## src/rtl/pwm_pkg.sv

```systemverilog
// rtl/pwm_pkg.sv - shared types and constants for the PWM capture block
//
// Purpose: FSM state encoding and default counter width used by
// pwm_capture_if, pwm_edge_sync and pwm_capture.
// Ports: none (package).
package pwm_pkg;

  localparam int W_DEFAULT = 12;

  typedef enum logic [1:0] {
    IDLE    = 2'd0,
    HIGH    = 2'd1,
    LOW     = 2'd2,
    TIMEOUT = 2'd3
  } pwm_state_t;

endpackage

```

## src/rtl/pwm_capture_if.sv

```systemverilog
// rtl/pwm_capture_if.sv - PWM input and measurement result bundle
//
// Purpose: groups the PWM pin and the measurement outputs of pwm_capture.
// Signals:
//   pwm_in      - raw PWM waveform, asynchronous to the capture clock
//   period      - clk cycles between the last two accepted rising edges
//   high_time   - clk cycles the input was high within that period
//   meas_valid  - one-cycle pulse, period/high_time updated in that cycle
//   stuck       - level, no edge seen for 2^W-1 cycles
//   stuck_level - synchronized input level captured when stuck asserted
// Modports: master = capture block, slave = waveform source / result consumer.
interface pwm_capture_if
  import pwm_pkg::*;
#(
  parameter int W = W_DEFAULT
);

  logic         pwm_in;
  logic [W-1:0] period;
  logic [W-1:0] high_time;
  logic         meas_valid;
  logic         stuck;
  logic         stuck_level;

  modport master (
    input  pwm_in,
    output period, high_time, meas_valid, stuck, stuck_level
  );

  modport slave (
    output pwm_in,
    input  period, high_time, meas_valid, stuck, stuck_level
  );

endinterface

```

## src/rtl/pwm_edge_sync.sv

```systemverilog
// rtl/pwm_edge_sync.sv - PWM synchronizer, optional glitch filter, edge pulses
//
// Purpose: brings pwm_in into the clk domain and produces registered
// one-cycle rise/fall pulses plus the accepted (synchronized) level.
// Optional feature: PWM_CAPTURE_GLITCH_FILTER_EN - a level change is only
// accepted after two consecutive equal synchronized samples, which drops
// one-cycle pulses and adds one cycle of edge latency (4 instead of 3).
// Ports:
//   clk, reset_n - clock, asynchronous active-low reset
//   pin          - raw asynchronous input
//   level        - accepted synchronized level
//   rise, fall   - one-cycle pulses on accepted transitions
module pwm_edge_sync (
  input  logic clk,
  input  logic reset_n,
  input  logic pin,
  output logic level,
  output logic rise,
  output logic fall
);

  logic sync1;
  logic sync2;
  logic accept;

  always_ff @(posedge clk or negedge reset_n) begin
    if (!reset_n) begin
      sync1 <= 1'b0;
      sync2 <= 1'b0;
    end else begin
      sync1 <= pin;
      sync2 <= sync1;
    end
  end

`ifdef PWM_CAPTURE_GLITCH_FILTER_EN
  logic sync2_d;

  always_ff @(posedge clk or negedge reset_n) begin
    if (!reset_n) begin
      sync2_d <= 1'b0;
    end else begin
      sync2_d <= sync2;
    end
  end

  // New level must be seen on two consecutive samples before it counts.
  assign accept = (sync2 == sync2_d) && (sync2 != level);
`else
  assign accept = (sync2 != level);
`endif

  // Rise and fall are mutually exclusive because both derive from one accept.
  always_ff @(posedge clk or negedge reset_n) begin
    if (!reset_n) begin
      level <= 1'b0;
      rise  <= 1'b0;
      fall  <= 1'b0;
    end else begin
      rise <= accept & sync2;
      fall <= accept & ~sync2;
      if (accept) begin
        level <= sync2;
      end
    end
  end

endmodule

```

## src/rtl/pwm_capture.sv

```systemverilog
// rtl/pwm_capture.sv - PWM period / high-time measurement with stuck detection
//
// Purpose: measures period and high time of pwm_in in clk cycles, rise to
// rise. The first partial period after reset or a timeout is discarded.
// Optional feature: PWM_CAPTURE_GLITCH_FILTER_EN (see pwm_edge_sync).
// Ports:
//   clk     - system clock, rising edge
//   reset_n - asynchronous active-low reset
//   bus     - pwm_capture_if.master: pwm_in in, measurement results out
module pwm_capture
  import pwm_pkg::*;
#(
  parameter int W = W_DEFAULT
) (
  input  logic               clk,
  input  logic               reset_n,
  pwm_capture_if.master      bus
);

  localparam logic [W-1:0] CNT_ONE  = {{(W-1){1'b0}}, 1'b1};
  localparam logic [W-1:0] CNT_MAX  = {W{1'b1}};
  // One below saturation: reaching it with no edge is the timeout, so a
  // period of 2^W-1 can never be reported.
  localparam logic [W-1:0] CNT_LAST = {{(W-1){1'b1}}, 1'b0};

  logic level;
  logic rise;
  logic fall;

  pwm_state_t   state;
  logic [W-1:0] cnt;
  logic [W-1:0] hcnt;
  logic [W-1:0] period_q;
  logic [W-1:0] high_q;
  logic         meas_valid_q;
  logic         stuck_q;
  logic         stuck_level_q;

  pwm_edge_sync u_edge_sync (
    .clk     (clk),
    .reset_n (reset_n),
    .pin     (bus.pwm_in),
    .level   (level),
    .rise    (rise),
    .fall    (fall)
  );

  always_ff @(posedge clk or negedge reset_n) begin
    if (!reset_n) begin
      state         <= IDLE;
      cnt           <= '0;
      hcnt          <= '0;
      period_q      <= '0;
      high_q        <= '0;
      meas_valid_q  <= 1'b0;
      stuck_q       <= 1'b0;
      stuck_level_q <= 1'b0;
    end else begin
      meas_valid_q <= 1'b0;
      case (state)
        IDLE: begin
          if (rise) begin
            cnt   <= CNT_ONE;
            state <= HIGH;
          end
        end

        HIGH: begin
          // At the limit the period is already too long to report, so the
          // timeout wins even over a coincident fall.
          if (cnt == CNT_LAST) begin
            cnt           <= CNT_MAX;
            stuck_q       <= 1'b1;
            stuck_level_q <= level;
            state         <= TIMEOUT;
          end else if (fall) begin
            hcnt  <= cnt;
            cnt   <= cnt + CNT_ONE;
            state <= LOW;
          end else begin
            cnt <= cnt + CNT_ONE;
          end
        end

        LOW: begin
          // A rise at the limit still yields the largest legal period.
          if (rise) begin
            period_q     <= cnt;
            high_q       <= hcnt;
            meas_valid_q <= 1'b1;
            cnt          <= CNT_ONE;
            state        <= HIGH;
          end else if (cnt == CNT_LAST) begin
            cnt           <= CNT_MAX;
            stuck_q       <= 1'b1;
            stuck_level_q <= level;
            state         <= TIMEOUT;
          end else begin
            cnt <= cnt + CNT_ONE;
          end
        end

        TIMEOUT: begin
          if (rise) begin
            stuck_q <= 1'b0;
            cnt     <= CNT_ONE;
            state   <= HIGH;
          end
        end

        default: state <= IDLE;
      endcase
    end
  end

  assign bus.period      = period_q;
  assign bus.high_time   = high_q;
  assign bus.meas_valid  = meas_valid_q;
  assign bus.stuck       = stuck_q;
  assign bus.stuck_level = stuck_level_q;

endmodule

```

## src/flat_wrapper.sv

```systemverilog
// flat-port wrapper written by rule: the top's interface ports become plain ports
module pwm_capture_flat import pwm_pkg::*;
#(
  parameter int W = W_DEFAULT
)
  (clk, reset_n, bus_pwm_in, bus_period, bus_high_time, bus_meas_valid, bus_stuck, bus_stuck_level);
  pwm_capture_if #(.W(W)) bus_i ();
  input  logic clk;
  input  logic reset_n;
  input wire logic [$bits(bus_i.pwm_in)-1:0] bus_pwm_in;
  output wire logic [$bits(bus_i.period)-1:0] bus_period;
  output wire logic [$bits(bus_i.high_time)-1:0] bus_high_time;
  output wire logic [$bits(bus_i.meas_valid)-1:0] bus_meas_valid;
  output wire logic [$bits(bus_i.stuck)-1:0] bus_stuck;
  output wire logic [$bits(bus_i.stuck_level)-1:0] bus_stuck_level;
  assign bus_i.pwm_in = bus_pwm_in;
  assign bus_period = bus_i.period;
  assign bus_high_time = bus_i.high_time;
  assign bus_meas_valid = bus_i.meas_valid;
  assign bus_stuck = bus_i.stuck;
  assign bus_stuck_level = bus_i.stuck_level;
  pwm_capture #(.W(W)) u_core (.clk(clk), .reset_n(reset_n), .bus(bus_i));
endmodule
```

## config.mk

```make
export PLATFORM = sky130hd
export DESIGN_NAME = pwm_capture_flat
export DESIGN_NICKNAME = d
export VERILOG_FILES = /design/src/rtl/pwm_pkg.sv /design/src/rtl/pwm_capture_if.sv /design/src/rtl/pwm_edge_sync.sv /design/src/rtl/pwm_capture.sv /design/src/flat_wrapper.sv
export SDC_FILE = /design/constraint.sdc
export NUM_CORES = 1
export LEC_CHECK = 0
export BUFFER_PORTS_ARGS = -buffer_cell sky130_fd_sc_hd__buf_2
export CORE_MARGIN = 2
export CORE_UTILIZATION = 45
export DETAILED_ROUTE_END_ITERATION = 12
export GPL_TIMING_DRIVEN = 1
export PLACE_DENSITY = 0.74
export SLEW_MARGIN = 20
export SYNTH_ARGS = -nofsm -noshare
export SYNTH_HDL_FRONTEND = slang
export SYNTH_SLANG_ARGS = --single-unit
```

## constraint.sdc

```tcl
create_clock -name clk -period 2.2 [get_ports clk]
set_clock_uncertainty 0.15 [all_clocks]
set_input_delay 0.11 -clock clk [delete_from_list [all_inputs] [get_ports clk]]
set_output_delay 0.11 -clock clk [all_outputs]
set_load 0.03 [all_outputs]
```

==> flow_summary_export.csv, run 1 <==
group,metric,value,unit
synthesis,ys_ff_latch,58,
clock_network,clk_path_buf_depth,2,
floorplan,dieWidth,80.12,um
critical_path,crit_path_max_incr_delay,0.41,ns
power_and_ir_drop,p_leak,1.593,nW
clock_network,cts_inserted_buffers,9,
finish,syn_to_final_growth,20.20,%
synthesis,syn_area_per_cell,12.13,sq um
critical_path,required,2.28,ns
critical_path,crit_path_start_kind,"register",
floorplan,start_util,0.4706,
timing,slew_violations,0,
clock_network,insertion_delay,0.34,ns
timing,hold_viol_final,0,
critical_path,cp_top_family,"simple AND/OR/NAND/NOR gates",
drt,vias_per_cell,5.363,
critical_path,critPathMaxFanout,7,
clock_network,root_buffer,"clkbuf_8",
floorplan,num_rows,27,
drt,drt-wirelength-per-cell,14.60,um
critical_path,reg2reg_to,"u_core.hcnt[10]",
timing,min_period,2.044,ns
power_and_ir_drop,ir_worst_vdd,0.6939,mV
timing,rsz0062_at_grt,"false",
timing,finalSetupViolCount,0,
timing,worstMarginPinSlew,0.7091,ns
finish,layout_commonest_cell,"dfrtp_1",
clock_network,cts_sinks,58,
critical_path,crit_type,"register to register",
timing,relSlewSlack,0.5272,
power_and_ir_drop,total_power,0.003471,W
worst_hold_path,whs_path_depth,0,
critical_path,rrSetupSlack,0.16,ns
worst_hold_path,min_from,"u_core.u_edge_sync.sync1",
floorplan,pin_count,30,
job,maxCapViolCount,0,
synthesis,syn_nets,226,
synthesis,synth_area,2608,sq um
worst_hold_path,hold_class,"register to register",
clock_network,ctsHtreeMaxLevel,3,
floorplan,core_area,5540,sq um
finish,final_util,0.5657,
clock_network,cts_tree,"built",
drt,first_iter_violations,119,
floorplan,die_y,80.12,um
grt,grt_start_max_net_pins,59,
critical_path,reg2reg_depth,7,
timing,max_clock_freq,489.3,MHz
grt,grt_overflow,0,
synthesis,yosysUniqueCellTypes,34,
power_and_ir_drop,cellPowerDensity,1108,nW/um^2
synthesis,synthCells,215,
finish,nFillCells,481,
grt,gr-usage-all-layers,0.1814,
placement,gp_congestion,0.8430,
synthesis,yosys_warnings,0,
placement,io_buffers,29,
drt,dr_total_vias,1818,
grt,grt_pass1_wl,8742,um
critical_path,critical_path_buf_inv_count,2,
critical_path,timing.critical_path.mode_cell,"and3_1",
synthesis,synth_edf_count,0,
critical_path,endpoint_kind,"register",
critical_path,worstPathArrival,2.12,ns
drt,firstDrtPassIters,4,
finish,drive_gt1_frac,0.3446,
drt,wirelength,4951,um
critical_path,slowest_stage,"dfrtp_1",
critical_path,crit_chain,"inv_1 > ha_1 > and3_1 > and3_1 > nor2_4 > buf_4 > mux2_4",
floorplan,die-area,6419,sq um
finish,diodes,0,
grt,grt_antenna_before_repair,0,
drt,postRouteAntennaNets,0,
critical_path,reg2reg_from,"u_core.cnt[0]",
synthesis,async_reset_ff_frac,1.000,
drt,drc,0,
clock_network,clkSlewWorstSetupHoldPaths,0.06,ns
finish,final_cell_mix,"dfrtp_1 (58), buf_2 (29), o21ai_0 (21), mux2_2 (21)",
timing,hold_slack,0.1970,ns
synthesis,ys.flop_type,"dfrtp_1",
timing,tns,0,ns
outcome,status,"completed",
worst_hold_path,hold_path_end,"u_core.u_edge_sync.sync2",
synthesis,seq_area_frac_synth,0.5566,
grt,grt_pass1_vias,1789,
placement,dp_hpwl,3408,um
finish,fin_nets,273,
timing,min_period_over_period,0.9289,
## Yosys cell counts, drive strengths merged (2+ instances only)
library cell  number  area, sq um
nand2b             3        18.77
o31ai              2        15.01
mux2              31        386.6
nand3              5        37.54
ha                 8        100.1
o22ai              2        12.51
dfrtp             58         1451
buf                4        47.54
nor2               8        37.54
and3               3        18.77
o21ai             21        105.1
mux2i              2        20.02
clkbuf             5        18.77
a22o               3        26.28
or3                3        18.77
nor4               2        12.51
inv               14        52.55
nand4              2        12.51
a31oi              2        12.51
o2bb2ai            3        26.28
nand2             14        52.55
and4               2        17.52
a21oi             12        60.06
## through the flow
| stage | instance area [sq um] | cells | setup WS (ns) |
|---|---|---|---|
| after floorplan | 2608 | 215 | 0.2242 |
| after global placement | 2882 | 321 | 0.2408 |
| after detailed placement | 2882 | 321 | 0.1644 |
| after CTS | 3134 | 339 | 0.1526 |
| after global routing | 3134 | 339 | 0.06835 |
| final | 3134 | 339 | 0.1564 |
## metal layers
metal	track usage	vias to the layer above	part of all wire	wire, um
li1	-	851	-	-
met1	0.2407	891	0.46	2253
met2	0.2658	62	0.45	2236
met3	0.06180	14	0.067	333
met4	0.08814	0	0.026	127
met5	0	-	0	0
## cell type report
| type | instances | area, sq um | area share |
|---|---|---|---|
| Clock buffer | 10 | 127.6 | 0.04072 |
| Clock inverter | 6 | 105.1 | 0.03353 |
| Inverter | 14 | 52.55 | 0.01677 |
| Multi-Input combinational cell | 134 | 1037 | 0.3309 |
| Sequential cell | 58 | 1451 | 0.4631 |
| Tap cell | 72 | 90.09 | 0.02874 |
| Timing Repair Buffer | 45 | 270.3 | 0.08623 |
## kinds of logic after synthesis
family,Yosys count,synth area share
AND/OR/NAND/NOR,44,0.09118
AO/OA/AOI/OAI,49,0.1123
adder cells (fa/ha/maj),8,0.03839
multiplexers,33,0.1560
flip-flops,58,0.5566
buffers and inverters,23,0.04558
## flip-flops by register name, indices dropped and copies added (netlist names)
name                      flops
u_core.u_edge_sync.level      1
u_core.state                  2
u_core.hcnt                  12
u_core.bus.meas_valid         1
u_core.u_edge_sync.sync1      1
u_core.bus.stuck              1
u_core.cnt                   12
u_core.u_edge_sync.fall       1
u_core.u_edge_sync.sync2      1
u_core.bus.stuck_level        1
u_core.bus.high_time         12
u_core.bus.period            12
u_core.u_edge_sync.rise       1
## worst max-delay path by stage
stage	startpoint	to	slack, ns	cells after the start
6_report	u_core.cnt[0]	u_core.hcnt[10]	0.16	7
3_3_place_gp	u_core.cnt[0]	u_core.hcnt[7]	0.24	7
2_1_floorplan	u_core.cnt[0]	u_core.hcnt[10]	0.22	8
5_1_grt	u_core.cnt[0]	u_core.hcnt[10]	0.07	7
3_5_place_dp	u_core.cnt[0]	u_core.hcnt[9]	0.16	7
4_1_cts	u_core.cnt[0]	u_core.hcnt[10]	0.15	7
## where the power goes
group          internal (W)  leakage, nW  switching [W]
combinational      0.000414        0.687       0.000605
clock              0.000746        0.120       0.000408
sequential          0.00120        0.786       0.000103
total               0.00236         1.59        0.00112
## what timing repair did
item / in CTS / in global routing
endpoints found under the hold margin: 59 / 0
setup buffers: 0 / 0
gates resized for setup: 0 / 0
hold buffers: 2 / 0
No activity file was read; power rests on OpenSTA's default activity.
==> inputs of run 2 (changes only) <==
--- a/config.mk
+++ b/config.mk
@@ -6,10 +6,12 @@
 export NUM_CORES = 1
 export LEC_CHECK = 0
 export BUFFER_PORTS_ARGS = -buffer_cell sky130_fd_sc_hd__buf_2
+export CORE_ASPECT_RATIO = 0.8
 export CORE_MARGIN = 2
 export CORE_UTILIZATION = 45
 export DETAILED_ROUTE_END_ITERATION = 12
 export GPL_TIMING_DRIVEN = 1
+export MAX_ROUTING_LAYER = met4
 export PLACE_DENSITY = 0.74
 export SLEW_MARGIN = 20
 export SYNTH_ARGS = -nofsm -noshare
==> run 2 against run 1 <==
Sequential share of layout area grew 0.24 points. Flip-flop and latch count unchanged. Sequential power hardly changed. Largest cell class unchanged. Critical path depth is the same. First-iteration DRC count rose by 6.7%. Clock power fell by 14%. Critical path type unchanged. Combinational power barely moved. Critical endpoint is now u_core.hcnt[4]. Total power is 5.0% lower.
==> flow_summary_export.csv, run 2 (same netlist as run 1, synthesis figures left out) <==
group,metric,value,unit
outcome,status,"completed",
critical_path,crit_path_start_kind,"register",
timing,relSlewSlack,0.6037,
timing,min_period_over_period,0.8982,
power_and_ir_drop,cellPowerDensity,1057,nW/um^2
drt,wirelength,5042,um
critical_path,worstPathArrival,2.05,ns
critical_path,slowest_stage,"dfrtp_1",
placement,dp_hpwl,3514,um
critical_path,critical_path_buf_inv_count,2,
finish,drive_gt1_frac,0.3459,
critical_path,crit_chain,"inv_1 > ha_1 > and3_1 > and3_1 > nor2_4 > buf_4 > mux2_4",
finish,final_cell_mix,"dfrtp_1 (58), buf_2 (29), o21ai_0 (21), mux2_2 (21)",
clock_network,clkSlewWorstSetupHoldPaths,0.06,ns
drt,dr_total_vias,1763,
finish,diodes,0,
power_and_ir_drop,total_power,0.003297,W
critical_path,reg2reg_from,"u_core.cnt[0]",
timing,tns,0,ns
drt,drt-wirelength-per-cell,14.66,um
critical_path,crit_path_max_incr_delay,0.40,ns
floorplan,core_area,5525,sq um
clock_network,cts_tree,"built",
clock_network,clk_path_buf_depth,2,
clock_network,cts_inserted_buffers,9,
clock_network,cts_sinks,58,
grt,grt_pass1_wl,8535,um
placement,gp_congestion,0.9006,
critical_path,required,2.27,ns
critical_path,critPathMaxFanout,7,
drt,firstDrtPassIters,4,
power_and_ir_drop,ir_worst_vdd,0.5632,mV
grt,gr-usage-all-layers,0.1852,
finish,fin_nets,272,
finish,layout_commonest_cell,"dfrtp_1",
critical_path,cp_top_family,"simple AND/OR/NAND/NOR gates",
critical_path,reg2reg_to,"u_core.hcnt[4]",
job,maxCapViolCount,0,
timing,worstMarginPinSlew,0.5944,ns
drt,vias_per_cell,5.125,
timing,rsz0062_at_grt,"false",
timing,max_clock_freq,506.0,MHz
clock_network,insertion_delay,0.34,ns
timing,hold_viol_final,0,
timing,hold_slack,0.1645,ns
critical_path,rrSetupSlack,0.22,ns
clock_network,postCtsSetupBuffers,0,
drt,postRouteAntennaNets,0,
floorplan,dieWidth,89.11,um
floorplan,num_rows,24,
timing,finalSetupViolCount,0,
timing,slew_violations,0,
drt,drc,0,
floorplan,die_y,72.09,um
critical_path,timing.critical_path.mode_cell,"and3_1",
grt,grt_pass1_vias,1682,
floorplan,pin_count,30,
clock_network,ctsHtreeMaxLevel,3,
critical_path,endpoint_kind,"register",
timing,min_period,1.976,ns
floorplan,die-area,6423,sq um
critical_path,reg2reg_depth,7,
power_and_ir_drop,p_leak,1.578,nW
grt,grt_antenna_before_repair,0,
worst_hold_path,hold_class,"input pin to async pin",
critical_path,crit_type,"register to register",
clock_network,root_buffer,"clkbuf_8",
drt,first_iter_violations,127,
placement,io_buffers,29,
floorplan,start_util,0.4719,
grt,grt_start_max_net_pins,34,
finish,syn_to_final_growth,19.58,%
grt,grt_overflow,0,
[run 2: changes by cell type in the layout (fill, tap and decap cells not counted), sizes merged]
cell	previous run	this run
clkinvlp	0	1
bufinv	3	1
buf	43	42
clkbuf	10	11
[run 2: power by group]
| part | leakage (nW) | internal (W) | switching [W] |
|---|---|---|---|
| clock | 0.105 | 0.000578 | 0.000413 |
| combinational | 0.688 | 0.000403 | 0.000604 |
| sequential | 0.786 | 0.00120 | 0.000103 |
| total | 1.58 | 0.00218 | 0.00112 |
[run 2: what timing repair did]
| action | in CTS | in global routing |
|---|---|---|
| endpoints found under the hold margin | 26 | 0 |
| gates resized for setup | 0 | 0 |
| hold buffers | 2 | 0 |
[run 2: cell type report]
type                       instances  area [sq um]
tap                               78         97.59
clock inverter                     5         52.55
sequential                        58          1451
inverter                          14         52.55
fill                             494          2407
multi-input combinational        134          1037
timing repair buffer              44         275.3
clock buffer                      11         151.4
[run 2: worst max-delay path by stage]
stage,start,to,slack [ns],cells past startpoint
3_3_place_gp,u_core.cnt[0],u_core.hcnt[7],0.24,7
2_1_floorplan,u_core.cnt[0],u_core.hcnt[10],0.22,8
5_1_grt,u_core.cnt[0],u_core.hcnt[6],0.11,7
3_5_place_dp,u_core.cnt[0],u_core.hcnt[4],0.22,7
6_report,u_core.cnt[0],u_core.hcnt[4],0.22,7
4_1_cts,u_core.cnt[0],u_core.hcnt[4],0.21,7
[run 2: worst reg2reg max path, cell delays in order (launching register included)]
cell and delay, ns:
dfrtp_1 0.40, inv_1 0.10, ha_1 0.19, and3_1 0.18, and3_1 0.21, nor2_4 0.12
buf_4 0.20, mux2_4 0.31
[run 2: per-stage QoR]
stage / cells / cell area (sq um) / utilization / worst slack, ns
6_report: 344 / 3118 / 0.5643 / 0.2239
5_1_grt: 344 / 3118 / 0.5643 / 0.1115
4_1_cts: 344 / 3118 / 0.5643 / 0.2135
3_5_place_dp: 326 / 2894 / 0.5238 / 0.2201
3_3_place_gp: 326 / 2894 / 0.5238 / 0.2435
2_1_floorplan: 215 / 2608 / - / 0.2242
[run 2: metal layers]
| layer | track usage | up-vias | share of wire |
|---|---|---|---|
| met5 | - | - | 0 |
| met4 | 0.07463 | 0 | 0.019 |
| met3 | 0.05916 | 11 | 0.050 |
| met2 | 0.2370 | 44 | 0.41 |
| met1 | 0.2710 | 847 | 0.52 |
| li1 | - | 861 | - |
==> inputs of run 3 (changes only) <==
--- a/config.mk
+++ b/config.mk
@@ -13,6 +13,7 @@
 export GPL_TIMING_DRIVEN = 1
 export MAX_ROUTING_LAYER = met4
 export PLACE_DENSITY = 0.74
+export SETUP_SLACK_MARGIN = 0.4
 export SLEW_MARGIN = 20
 export SYNTH_ARGS = -nofsm -noshare
 export SYNTH_HDL_FRONTEND = slang
==> run 3 against run 2 <==
Setup slack better by 0.17 ns. Flip-flop and latch count stayed put. Sequential power about the same. Final area rose by 7.9%. Largest cell class unchanged. Global-route usage increased by 0.15 points. Utilization increased by 4.5 points. Critical endpoint is now u_core.cnt[11]. Die area unchanged. Non-clock buffer count rose by 15. Routed wire length up 8.5%. Count of clock-buffer cells in the layout rose by 3. Combinational power is 36% higher. Via count increased by 7.8%.
==> flow_summary_export.csv, run 3 (same netlist as run 1, synthesis figures left out) <==
group,metric,value,unit
worst_hold_path,hold_class,"input pin to async pin",
finish,final_area,3366,sq um
grt,grt_pass1_vias,1782,
job,maxCapViolCount,0,
power_and_ir_drop,pwr-share-clk,0.284,
placement,place_area,2892,sq um
critical_path,crit_path_start,"u_core.state[0]",
timing,rsz0062_at_grt,"true",
drt,dr_total_vias,1900,
critical_path,slowest_stage,"dfrtp_1",
drt,first_iter_violations,144,
timing,hold_viol_final,0,
clock_network,root_buffer,"clkbuf_8",
grt,grt_overflow,0,
critical_path,crit_path_max_incr_delay,0.43,ns
clock_network,ctsHtreeMaxLevel,3,
timing,hold_slack,0.1362,ns
placement,gp_congestion,0.9476,
finish,layout_commonest_cell,"dfrtp_1",
drt,vias_per_cell,5.307,
floorplan,die_y,72.09,um
drt,postRouteAntennaNets,0,
power_and_ir_drop,power_frac_seq,0.349,
finish,fin_nets,287,
clock_network,insertion_delay,0.34,ns
clock_network,cts_tree,"built",
critical_path,crit_type,"register to register",
timing,min_period,1.804,ns
power_and_ir_drop,p_int,0.002508,W
floorplan,num_rows,24,
placement,dpl.cell_count,324,
floorplan,pin_count,30,
finish,final_cell_mix,"dfrtp_1 (55), buf_2 (29), buf_4 (23), o21ai_0 (21), mux2_2 (19)",
grt,grt_antenna_before_repair,0,
power_and_ir_drop,p_leak,1.664,nW
drt,drc,0,
clock_network,clkSlewWorstSetupHoldPaths,0.06,ns
critical_path,endpoint_kind,"register",
timing,relSlewSlack,0.6338,
timing,max_clock_freq,554.2,MHz
power_and_ir_drop,p_switching,0.001231,W
clock_network,clk_path_buf_depth,2,
finish,diodes,0,
power_and_ir_drop,switching_share,0.3292,
critical_path,reg2reg_from,"u_core.state[0]",
power_and_ir_drop,ir_worst_vdd,0.6943,mV
outcome,status,"completed",
clock_network,cts_sinks,58,
critical_path,required,2.28,ns
placement,dp_hpwl,3691,um
timing,min_period_over_period,0.8201,
floorplan,die-area,6423,sq um
clock_network,cts_inserted_buffers,9,
floorplan,start_util,0.4719,
floorplan,core_area,5525,sq um
floorplan,dieWidth,89.11,um
grt,gr-usage-all-layers,0.1867,
finish,drive_gt1_frac,0.4464,
timing,slew_violations,0,
critical_path,worstPathArrival,1.89,ns
finish,syn_to_final_growth,29.08,%
placement,io_buffers,29,
critical_path,crit_chain,"inv_2 > ha_4 > nor2_4 > buf_6 > a21o_1 > o21ai_0 > a22o_1",
critical_path,crit_path_start_kind,"register",
power_and_ir_drop,cellPowerDensity,1111,nW/um^2
grt,grt_start_max_net_pins,27,
drt,wirelength,5472,um
finish,finalNonFillerCells,358,
grt,grt_pass1_wl,8611,um
timing,finalSetupViolCount,0,
placement,post-place-ws,0.1046,ns
timing,worstMarginPinSlew,0.5493,ns
critical_path,critPathMaxFanout,5,
drt,firstDrtPassIters,4,
power_and_ir_drop,comb_power_share,0.367,
timing,layout_setup_ws,0.3957,ns
drt,drt-wirelength-per-cell,15.28,um
timing,tns,0,ns
-- run 3: layer usage --
layer | wire (um) | vias to the layer above | share of wire | global-route usage
li1 | - | 894 | - | -
met1 | 2479 | 928 | 0.45 | 0.2437
met2 | 2530 | 69 | 0.46 | 0.2667
met3 | 378 | 9 | 0.069 | 0.07622
met4 | 85 | 0 | 0.016 | 0.05970
met5 | 0 | - | 0 | -
-- run 3: stage by stage --
stage	total power, W	util
final	0.003738	0.6091
after global routing	0.003951	0.6091
after CTS	0.003594	0.5951
after detailed placement	0.002319	0.5233
after global placement	0.002293	0.5233
after floorplan	0.002021	-
-- run 3: power groups by stage --
stage	Sequential (W)	Combinational, W	Clock [W]
after detailed placement	0.00132	0.00100	0
after global placement	0.00131	0.000982	0
after CTS	0.00129	0.00121	0.00109
after floorplan	0.00137	0.000646	0
final	0.00131	0.00137	0.00106
after global routing	0.00132	0.00149	0.00114
-- run 3: timing repair --
| item | in CTS | in global routing |
|---|---|---|
| pin swaps | 2 | 6 |
| hold endpoints to repair | 22 | 0 |
| cloned | 0 | 1 |
| hold buffers | 2 | 0 |
| resized for setup | 12 | 15 |
| setup buffers | 14 | 2 |
| setup endpoints to repair | 26 | 26 |
-- run 3: final cells by class --
type | count | area (sq um)
Multi-Input combinational cell | 134 | 1126
Inverter | 14 | 52.55
Sequential cell | 58 | 1455
Clock inverter | 1 | 30.03
Fill cell | 458 | 2160
Timing Repair Buffer | 59 | 411.6
Clock buffer | 14 | 192.7
Tap cell | 78 | 97.59
-- run 3: final timing paths --
kind / end / slack [ns] / cells after the start
setup / recovery: u_core.cnt[11] / 0.40 / 7
hold / removal: u_core.bus.high_time[6] / 0.14 / 2
setup reg to reg: u_core.cnt[11] / 0.40 / 7
hold reg to reg: u_core.u_edge_sync.sync2 / 0.20 / 0
max in group asynchronous: u_core.cnt[4] / 1.21 / 3
min in group clk: u_core.u_edge_sync.sync2 / 0.20 / 0
-- run 3: worst max-delay path: cells and delay by family, from the launching register on --
family / cells / cell delay (ns)
AOI/OAI and AO/OA: 3 / 0.51
and+or+nand+nor: 1 / 0.13
buffers and inverters: 2 / 0.25
DFF: 1 / 0.43
adders and majority gates: 1 / 0.23
